===== config.mk =====
export PLATFORM = sky130hd
export DESIGN_NAME = namuru_accum_reader
export DESIGN_NICKNAME = d
export VERILOG_FILES = /design/src/rtl/namuru_pkg.sv /design/src/rtl/namuru_edge_sync.sv /design/src/rtl/namuru_accum_reader.sv
export SDC_FILE = /design/constraint.sdc
export NUM_CORES = 1
export LEC_CHECK = 0
export CAP_MARGIN = 25
export CORE_ASPECT_RATIO = 0.8
export CORE_MARGIN = 10
export CORE_UTILIZATION = 25
export CTS_CLUSTER_DIAMETER = 80
export CTS_CLUSTER_SIZE = 8
export DETAILED_ROUTE_END_ITERATION = 8
export PLACE_DENSITY = 0.46
export SYNTH_ARGS = -nofsm -noshare
export SYNTH_HDL_FRONTEND = slang
export SYNTH_SLANG_ARGS = --single-unit
export TNS_END_PERCENT = 50

===== constraint.sdc =====
create_clock -name sys_clk -period 9.3 [get_ports sys_clk]
set_clock_uncertainty 0.05 [all_clocks]
set_input_delay 1.395 -clock sys_clk [delete_from_list [all_inputs] [get_ports sys_clk]]
set_output_delay 1.395 -clock sys_clk [all_outputs]
set_load 0.1 [all_outputs]

===== src/rtl/namuru_pkg.sv =====
// -----------------------------------------------------------------------------
// namuru_pkg
// Shared definitions for the Namuru correlator accumulator reader:
//   - state_t     : reader FSM state encoding (IDLE, REQ, PUSH, GAP)
//   - DEF_*       : default parameter values used by namuru_accum_reader
//   - word_adr()  : byte address of 32-bit register number idx above a base
// -----------------------------------------------------------------------------
package namuru_pkg;

    typedef enum logic [1:0] {
        IDLE = 2'd0,
        REQ  = 2'd1,
        PUSH = 2'd2,
        GAP  = 2'd3
    } state_t;

    localparam logic [31:0] DEF_BASE_ADR   = 32'h0000_0000;
    localparam int          DEF_NUM_WORDS  = 16;
    localparam int          DEF_GAP_CYCLES = 8;
    localparam int          DEF_TIMEOUT    = 255;

    // 32-bit arithmetic, so the address wraps modulo 2^32.
    function automatic logic [31:0] word_adr(input logic [31:0] base, input logic [7:0] idx);
        return base + {22'd0, idx, 2'b00};
    endfunction

endpackage


===== src/rtl/namuru_edge_sync.sv =====
// -----------------------------------------------------------------------------
// namuru_edge_sync
// Two-flop synchroniser followed by a rising-edge detector.
// Ports:
//   clk     in   sampling clock
//   srst    in   synchronous active-high reset
//   async_i in   asynchronous level input
//   rise_o  out  one-cycle pulse on a synchronised low-to-high transition
// -----------------------------------------------------------------------------
module namuru_edge_sync (
    input  logic clk,
    input  logic srst,
    input  logic async_i,
    output logic rise_o
);

    logic       sync1_q, sync1_d;
    logic       sync2_q, sync2_d;
    logic       hist_q,  hist_d;
    logic [1:0] fill_q,  fill_d;

    // The history flop is held at 1 until the synchroniser chain has been
    // refilled after reset. A level that was already high across reset release
    // therefore never looks like an edge; a genuine low phase is required.
    always_comb begin
        sync1_d = async_i;
        sync2_d = sync1_q;
        fill_d  = {fill_q[0], 1'b1};
        hist_d  = fill_q[1] ? sync2_q : 1'b1;
    end

    always_ff @(posedge clk) begin
        if (srst) begin
            sync1_q <= 1'b0;
            sync2_q <= 1'b0;
            hist_q  <= 1'b1;
            fill_q  <= 2'b00;
        end else begin
            sync1_q <= sync1_d;
            sync2_q <= sync2_d;
            hist_q  <= hist_d;
            fill_q  <= fill_d;
        end
    end

    assign rise_o = fill_q[1] & sync2_q & ~hist_q;

endmodule


===== src/rtl/namuru_accum_reader.sv =====
// -----------------------------------------------------------------------------
// namuru_accum_reader
// On each (enabled) accumulation interrupt, reads NUM_WORDS consecutive 32-bit
// correlator registers over a Wishbone master port and streams them out one
// word at a time with valid/ready handshaking.
// Ports:
//   sys_clk, sys_rst        clock, synchronous active-high reset
//   accum_int, enable       asynchronous interrupt, trigger arm
//   wb_*                    Wishbone master (read-only, single-beat cycles)
//   dump_dat/idx/valid/last read-data stream out, dump_ready back-pressure in
//   busy                    low only while idle
//   overrun, timeout_err    sticky status flags, cleared by err_clr
// -----------------------------------------------------------------------------
module namuru_accum_reader
    import namuru_pkg::*;
#(
    parameter logic [31:0] BASE_ADR   = DEF_BASE_ADR,
    parameter int          NUM_WORDS  = DEF_NUM_WORDS,
    parameter int          GAP_CYCLES = DEF_GAP_CYCLES,
    parameter int          TIMEOUT    = DEF_TIMEOUT
) (
    input  logic        sys_clk,
    input  logic        sys_rst,
    input  logic        accum_int,
    input  logic        enable,
    output logic [31:0] wb_adr_o,
    input  logic [31:0] wb_dat_i,
    output logic [3:0]  wb_sel_o,
    output logic        wb_stb_o,
    output logic        wb_cyc_o,
    output logic        wb_we_o,
    input  logic        wb_ack_i,
    output logic [31:0] dump_dat,
    output logic [7:0]  dump_idx,
    output logic        dump_valid,
    input  logic        dump_ready,
    output logic        dump_last,
    output logic        busy,
    output logic        overrun,
    output logic        timeout_err,
    input  logic        err_clr
);

    localparam logic [7:0]  LAST_IDX = 8'(NUM_WORDS - 1);
    localparam logic [31:0] TO_LIM   = 32'(TIMEOUT);
    localparam logic [31:0] GAP_LIM  = 32'(GAP_CYCLES);

    logic   int_rise;
    logic   trigger;

    state_t      state_q,  state_d;
    logic [7:0]  idx_q,    idx_d;
    logic [31:0] to_cnt_q, to_cnt_d;
    logic [31:0] gap_cnt_q, gap_cnt_d;
    logic        abort_q,  abort_d;
    logic [31:0] adr_q,    adr_d;
    logic [3:0]  sel_q,    sel_d;
    logic        bus_q,    bus_d;
    logic [31:0] dat_q,    dat_d;
    logic [7:0]  didx_q,   didx_d;
    logic        valid_q,  valid_d;
    logic        last_q,   last_d;
    logic        busy_q,   busy_d;
    logic        ovr_q,    ovr_d;
    logic        toerr_q,  toerr_d;
    logic        ovr_set;
    logic        toerr_set;

    namuru_edge_sync u_int_sync (
        .clk     (sys_clk),
        .srst    (sys_rst),
        .async_i (accum_int),
        .rise_o  (int_rise)
    );

    assign trigger = int_rise & enable;

    always_comb begin
        state_d   = state_q;
        idx_d     = idx_q;
        to_cnt_d  = to_cnt_q;
        gap_cnt_d = gap_cnt_q;
        abort_d   = abort_q;
        adr_d     = adr_q;
        dat_d     = dat_q;
        didx_d    = didx_q;
        last_d    = last_q;
        ovr_set   = 1'b0;
        toerr_set = 1'b0;

        case (state_q)
            IDLE: begin
                if (trigger) begin
                    idx_d   = 8'd0;
                    abort_d = 1'b0;
                    state_d = REQ;
                end
            end
            REQ: begin
                // An ack in the final allowed cycle still counts as success.
                if (wb_ack_i) begin
                    dat_d   = wb_dat_i;
                    didx_d  = idx_q;
                    last_d  = (idx_q == LAST_IDX);
                    state_d = PUSH;
                end else if (to_cnt_q + 32'd1 >= TO_LIM) begin
                    toerr_set = 1'b1;
                    abort_d   = 1'b1;
                    gap_cnt_d = 32'd0;
                    state_d   = GAP;
                end else begin
                    to_cnt_d = to_cnt_q + 32'd1;
                end
            end
            PUSH: begin
                if (dump_ready) begin
                    gap_cnt_d = 32'd0;
                    state_d   = GAP;
                end
            end
            GAP: begin
                // The slave is resynchronised, so stb must be seen low for the
                // whole gap before the next cycle may start.
                if (gap_cnt_q + 32'd1 >= GAP_LIM) begin
                    if (abort_q || (idx_q == LAST_IDX)) begin
                        state_d = IDLE;
                    end else begin
                        idx_d   = idx_q + 8'd1;
                        state_d = REQ;
                    end
                end else begin
                    gap_cnt_d = gap_cnt_q + 32'd1;
                end
            end
            default: state_d = IDLE;
        endcase

        if (trigger && (state_q != IDLE)) begin
            ovr_set = 1'b1;
        end

        if ((state_d == REQ) && (state_q != REQ)) begin
            to_cnt_d = 32'd0;
            adr_d    = word_adr(BASE_ADR, idx_d);
        end

        if (state_d != PUSH) begin
            last_d = 1'b0;
        end

        // Outputs are registered from the next state so they line up with it.
        bus_d   = (state_d == REQ);
        sel_d   = bus_d ? 4'hF : 4'h0;
        valid_d = (state_d == PUSH);
        busy_d  = (state_d != IDLE);

        // A set in the same cycle as err_clr wins.
        ovr_d   = ovr_set   | (ovr_q   & ~err_clr);
        toerr_d = toerr_set | (toerr_q & ~err_clr);
    end

    always_ff @(posedge sys_clk) begin
        if (sys_rst) begin
            state_q   <= IDLE;
            idx_q     <= 8'd0;
            to_cnt_q  <= 32'd0;
            gap_cnt_q <= 32'd0;
            abort_q   <= 1'b0;
            adr_q     <= 32'd0;
            sel_q     <= 4'h0;
            bus_q     <= 1'b0;
            dat_q     <= 32'd0;
            didx_q    <= 8'd0;
            valid_q   <= 1'b0;
            last_q    <= 1'b0;
            busy_q    <= 1'b0;
            ovr_q     <= 1'b0;
            toerr_q   <= 1'b0;
        end else begin
            state_q   <= state_d;
            idx_q     <= idx_d;
            to_cnt_q  <= to_cnt_d;
            gap_cnt_q <= gap_cnt_d;
            abort_q   <= abort_d;
            adr_q     <= adr_d;
            sel_q     <= sel_d;
            bus_q     <= bus_d;
            dat_q     <= dat_d;
            didx_q    <= didx_d;
            valid_q   <= valid_d;
            last_q    <= last_d;
            busy_q    <= busy_d;
            ovr_q     <= ovr_d;
            toerr_q   <= toerr_d;
        end
    end

    assign wb_adr_o    = adr_q;
    assign wb_sel_o    = sel_q;
    assign wb_stb_o    = bus_q;
    assign wb_cyc_o    = bus_q;
    assign wb_we_o     = 1'b0;
    assign dump_dat    = dat_q;
    assign dump_idx    = didx_q;
    assign dump_valid  = valid_q;
    assign dump_last   = last_q;
    assign busy        = busy_q;
    assign overrun     = ovr_q;
    assign timeout_err = toerr_q;

endmodule

# Word level (Yosys, flattened, before mapping)

Cells that the tools add are included.
W data, S select, Z words.

Word-level logic and storage cells: 91
Input port bits: 39
Register bits after elaboration: 138

Multiplexer cells: 26
Bitwise gates (word level): 12
Reductions and logical operators: 15
Add/sub/neg operators: 3
Equality and inequality tests: 13
Order comparisons: 2

Operators by type and width:

| operator                | number |
|---|---|
| $mux W32                | 4 |
| $pmux W32 S3            | 1 |
| $add A32 B1 Y32 const B | 2 |
| $ge A32 B4 Y1 const B   | 1 |
| $ge A32 B8 Y1 const B   | 1 |
| $mux W8                 | 3 |
| $pmux W8 S2             | 1 |
| $ne A2 B2 Y1 const B    | 6 |
| $mux W2                 | 5 |
| $mux W1                 | 9 |
| $add A8 B1 Y8 const B   | 1 |
| $eq A8 B4 Y1 const B    | 1 |
| $pmux W2 S4             | 1 |
| $eq A2 B2 Y1 const B    | 3 |
| $reduce_bool A2 Y1      | 3 |
| $reduce_or A2 Y1        | 3 |
| $and A1 B1 Y1           | 5 |
| $not A1 Y1              | 5 |
| $reduce_and A5 Y1       | 1 |
| $eq A2 B1 Y1 const B    | 2 |
| $mux W4                 | 1 |
| $reduce_and A4 Y1       | 1 |
| $reduce_and A3 Y1       | 1 |
| $reduce_bool A3 Y1      | 1 |
| 7 further kinds         | 9 |

# Logic depth before layout (Yosys ltp)

Depth after elaboration: 8
Gate-level depth with buffers: 13

# By module

A second synthesis with hierarchy kept.

Cell total of the unflattened synthesis: 803
Area total of the unflattened synthesis: 6547.5 µm²

Modules (own cells, without submodules):

| module              | times used | area an instance (µm²) | cells an instance |
|---|---|---|---|
| namuru_accum_reader | 1          | 6399.9                 | 792 |
| namuru_edge_sync    | 1          | 147.6                  | 11 |

# Least setup slack after synthesis

No wires, ideal clock.

Path type: register to register
Start point: reg to_cnt_q[10]
End point: reg to_cnt_q[1]
Data required time: 9.171 ns
Path buffers: 1
Slack: 5.998 ns
Arrival: 3.172 ns
Stages on the path, launching flop included: 12
Cell sequence: dfxtp_1 > nand4_1 > or4_4 > nor4_1 > mux2i_1 > nand4_1 > or3_1 > a21o_1 > o21ba_2 > or2_1 > buf_6 > a211oi_2

Word-level cells in the longest chain between the ends: 8

RTL lines:

| what                              | RTL line                   | source |
|---|---|---|
| from (decl)                       | namuru_accum_reader.sv:53  | `logic [31:0] to_cnt_q, to_cnt_d;` |
| from (signal assigned)            | namuru_accum_reader.sv:182 | `to_cnt_q <= to_cnt_d;` |
| $add A32 B1 Y32 *                 | namuru_accum_reader.sv:106 | `end else if (to_cnt_q + 32'd1 >= TO_LIM) begin` |
| $ge A32 B8 Y1 *                   | namuru_accum_reader.sv:106 |  |
| $mux W2                           | namuru_accum_reader.sv:106 |  |
| $mux W2                           | namuru_accum_reader.sv:101 | `if (wb_ack_i) begin` |
| $pmux W2 S4                       | namuru_accum_reader.sv:91  | `case (state_q)` |
| $eq A2 B1 Y1                      | namuru_accum_reader.sv:142 | `if ((state_d == REQ) && (state_q != REQ)) begin` |
| $logic_and A1 B1 Y1               | namuru_accum_reader.sv:142 |  |
| $reduce_or A2 Y1 (no source line) | --                         |  |

Mark *: on every way between the ends. The rest lies on a longest branch, timed or not.
A chain may end at the register's enable or synchronous reset.

# Worst setup path in the final report

Start point: reg to_cnt_q[10]
End point: reg to_cnt_q[12]

Word-level cells in the longest chain between the ends: 8

RTL lines:

| what                              | RTL line |
|---|---|
| $add A32 B1 Y32 *                 | namuru_accum_reader.sv:106, namuru_accum_reader.sv:112 |
| $ge A32 B8 Y1                     | namuru_accum_reader.sv:106 |
| $mux W2                           | namuru_accum_reader.sv:106 |
| $mux W2                           | namuru_accum_reader.sv:101 |
| $pmux W2 S4                       | namuru_accum_reader.sv:91 |
| $eq A2 B1 Y1                      | namuru_accum_reader.sv:142 |
| $logic_and A1 B1 Y1               | namuru_accum_reader.sv:142 |
| $reduce_or A2 Y1 (no source line) | -- |

Marks and branches as above.

==> results.md <==
- Outcome: finished, final reports clean
- Post-CTS sizing: 0
- Endpoints failing hold: 0
- Nets: roughly 860
- Asr flop ratio synth: 0%
- Main synth FF type: dfxtp_1
- Initial antenna violation count: 0
- Largest net degree at the start of global routing: 59
- Cells after synthesis: 726
- Clock Path Buffers: 2
- PwrDens: around 260 mW/mm^2
- Slew @ Worst Pin: between 1 and 1.5 ns
- Synth Cell Area: a little over 0.006 mm^2
- Site row count: a little over 50
- Initial Util: about a quarter
- Non-Filler Instances: ~1100
- Max-Cap Viols: 0
- Residual DRC: 0
- Top-area cell type share of the netlist area: a little over two fifths
- Setup TNS: 0 ns
- Slew margin rel.: just under 30%
- Hold buffers post-CTS: 0
- Leak: just over 3 nW
- Core Box Area: around 0.024 mm^2
- WHS: approximately 0.36 ns
- CTS Root Cell: clkbuf_16
- Slew Limit Fails: 0
- Yosys warning count: 0
- Synth Register Bits: approximately 130
- Worst EP arrival: 4.30 ns
- Post-synthesis sequential area ratio: between 40% and 50%
- Die Y: between 150 and 200 um
- Post-Route WL: 16600 um
- Postcts setup bufs: 0
- Placed cell count: ~1100
- Port buffer count: between 90 and 100
- Layout Utilization: 32.7%
- Routed via count: 5254
- Avg WL per Cell: about 15 um
- Post-synth EDFFs: 0
- Number of global-route vias before repair: 5117
- Layout cells sized above 1: 6.69%
- Tcrit/Tclk final: between 40% and 50%
- Die X: between 150 and 200 um
- WP data required: about 9.6 ns
- HPWL Detailed: ~12000 um
- Most common cell after layout, fill and taps aside: dfxtp_1
- Worst-path fanout max: 17
- Final antenna-violating net count: 0
- Peak VDD IR: ~0.12 mV
- Crit path time final: around 4 ns
- Ports: roughly 120
- Diode count: 0
- Worst min-delay path class: register to register
- Synth top area cells: dfxtp_1, nand2_1, a21oi_1
- DR pass1 iterations: 4
- Die area: roughly 0.031 mm^2
- GRT Total Usage: a little over a tenth
- Setup violators final: 0
- Clock-pin slew on the worst setup and hold paths: around 0.06 ns
- RSZ-0062 raised after global routing: false
- Final Wtd Congestion: about 0.79
- Fmax: approximately 0.25 GHz
- H-tree levels: 4
- Area delta synth->final: 29.1%
- Distinct cell type count after synthesis: between 70 and 80
- CP Class: register to register
- Dominant cell type by area after synthesis: dfxtp_1
- Final Cell Area: 0.00794 mm^2
- Commonest cells after routing, fill and taps aside: dfxtp_1, nand2_1, clkdlybuf4s50_1
- CP Capture Type: register
- Num CTS Buffers: 17
- Vias per inst: around 4.6
- Number of clock sinks: between 100 and 150
- Area after DPL: 0.00730 mm^2
- Synth Area per Inst: about 8.5 um^2
- Later-pin clock latency in the skew report: about 0.42 ns
- Total gr overflow: 0
- Worst Setup Start Kind: register
- Drt initial violations: around 230
- First-pass GRT wire length: 27400 um
- CTS tree: built
where the power goes:
part / internal (mW) / total, mW / leakage, nW / switching [mW]
sequential: 0.610 / 0.634 / 1.08 / 0.0238
clock: 0.469 / 0.730 / 0.301 / 0.260
combinational: 0.166 / 0.708 / 1.64 / 0.542
total: 1.25 / 2.07 / 3.02 / 0.826
metrics by stage:
step           power [mW]  setup slack (ns)
6_report             2.07              5.31
3_5_place_dp         1.36              5.33
4_1_cts              2.10              5.29
2_1_floorplan        1.20              6.00
5_1_grt              2.18              5.03
3_3_place_gp         1.36              4.88
area by class of cell:
cell class              instances  area, um^2
well taps                     318         398
clock buffers                  20         467
repair buffers                104        1030
multi-input cells             538        3130
inverters                      15        56.3
clock inverters                11         173
flip-flops and latches        134        2680
fillers                      2562       16300
path summary, 6_finish.rpt:
kind	cells past startpoint	endpoint	slack (ns)	start
worst max-delay path	11	to_cnt_q[12]	5.31	to_cnt_q[10]
worst min register to register	1	u_int_sync.hist_q	0.36	u_int_sync.fill_q[1]
worst min-delay path	1	u_int_sync.hist_q	0.36	u_int_sync.fill_q[1]
worst max register to register	11	to_cnt_q[12]	5.31	to_cnt_q[10]
sequential cells by signal, indices dropped and copies added (netlist names):
name,count
dump_valid,1
overrun,1
busy,1
timeout_err,1
abort_q,1
to_cnt_q,32
u_int_sync.sync2_q,1
idx_q,8
u_int_sync.fill_q,2
u_int_sync.hist_q,1
dump_dat,32
u_int_sync.sync1_q,1
dump_last,1
wb_adr_o,8
dump_idx,8
state_q,2
gap_cnt_q,32
wb_sel_o,1
critical path: stages, from the launching register on:
cell and delay, ns:
dfxtp_1 0.42, nand4_1 0.21, or4_4 0.63, nor4_1 0.41
mux2i_1 0.27, nand4_1 0.17, or3_1 0.49, a21o_1 0.20
o21ba_2 0.32, nor3_2 0.40, buf_6 0.22, and2_1 0.13
synthesized netlist by cell type (3+ instances only):
library cell / number
dfxtp_1: 134
nand2_1: 123
a21oi_1: 55
and3_1: 42
nor2_1: 38
buf_4: 30
and2_1: 27
clkbuf_1: 25
nand3_1: 22
nor3_1: 19
nand4_1: 18
inv_1: 15
o21ai_0: 11
xor2_1: 11
xnor2_1: 10
mux2i_1: 9
ha_1: 8
or4_1: 8
nor4_1: 7
o211ai_1: 7
or3_1: 7
and4_1: 6
nor2b_1: 6
a31oi_1: 5
a22oi_1: 4
nand2b_1: 4
o22a_1: 4
o31ai_1: 4
or2_2: 4
a2111o_1: 3
a21o_1: 3
buf_2: 3
o31a_1: 3
routing by layer:
metal	vias to the layer above	share of wire (%)	track usage, %
li1	2681	-	-
met5	-	0	0
met3	13	5.6	3.77
met2	95	43	15.7
met1	2465	50	14.1
met4	0	0.89	2.91
cell families (layout without fill, tap and decap cells):
group                      count (synthesis)  in the layout  share of synthesized area, %
AOI/OAI and AO/OA                        127            127                          13.7
xor gates and xnor gates                  21             21                          2.99
adders and majority gates                  8              8                          1.63
buffers and inverters                     78            150                          6.94
DFF                                      134            134                          43.6
muxes                                     11             11                          1.83
other                                      1             25                        0.0610
and+or+nand+nor                          346            346                          29.2
Note: power is estimated with default switching activity, not from simulation.
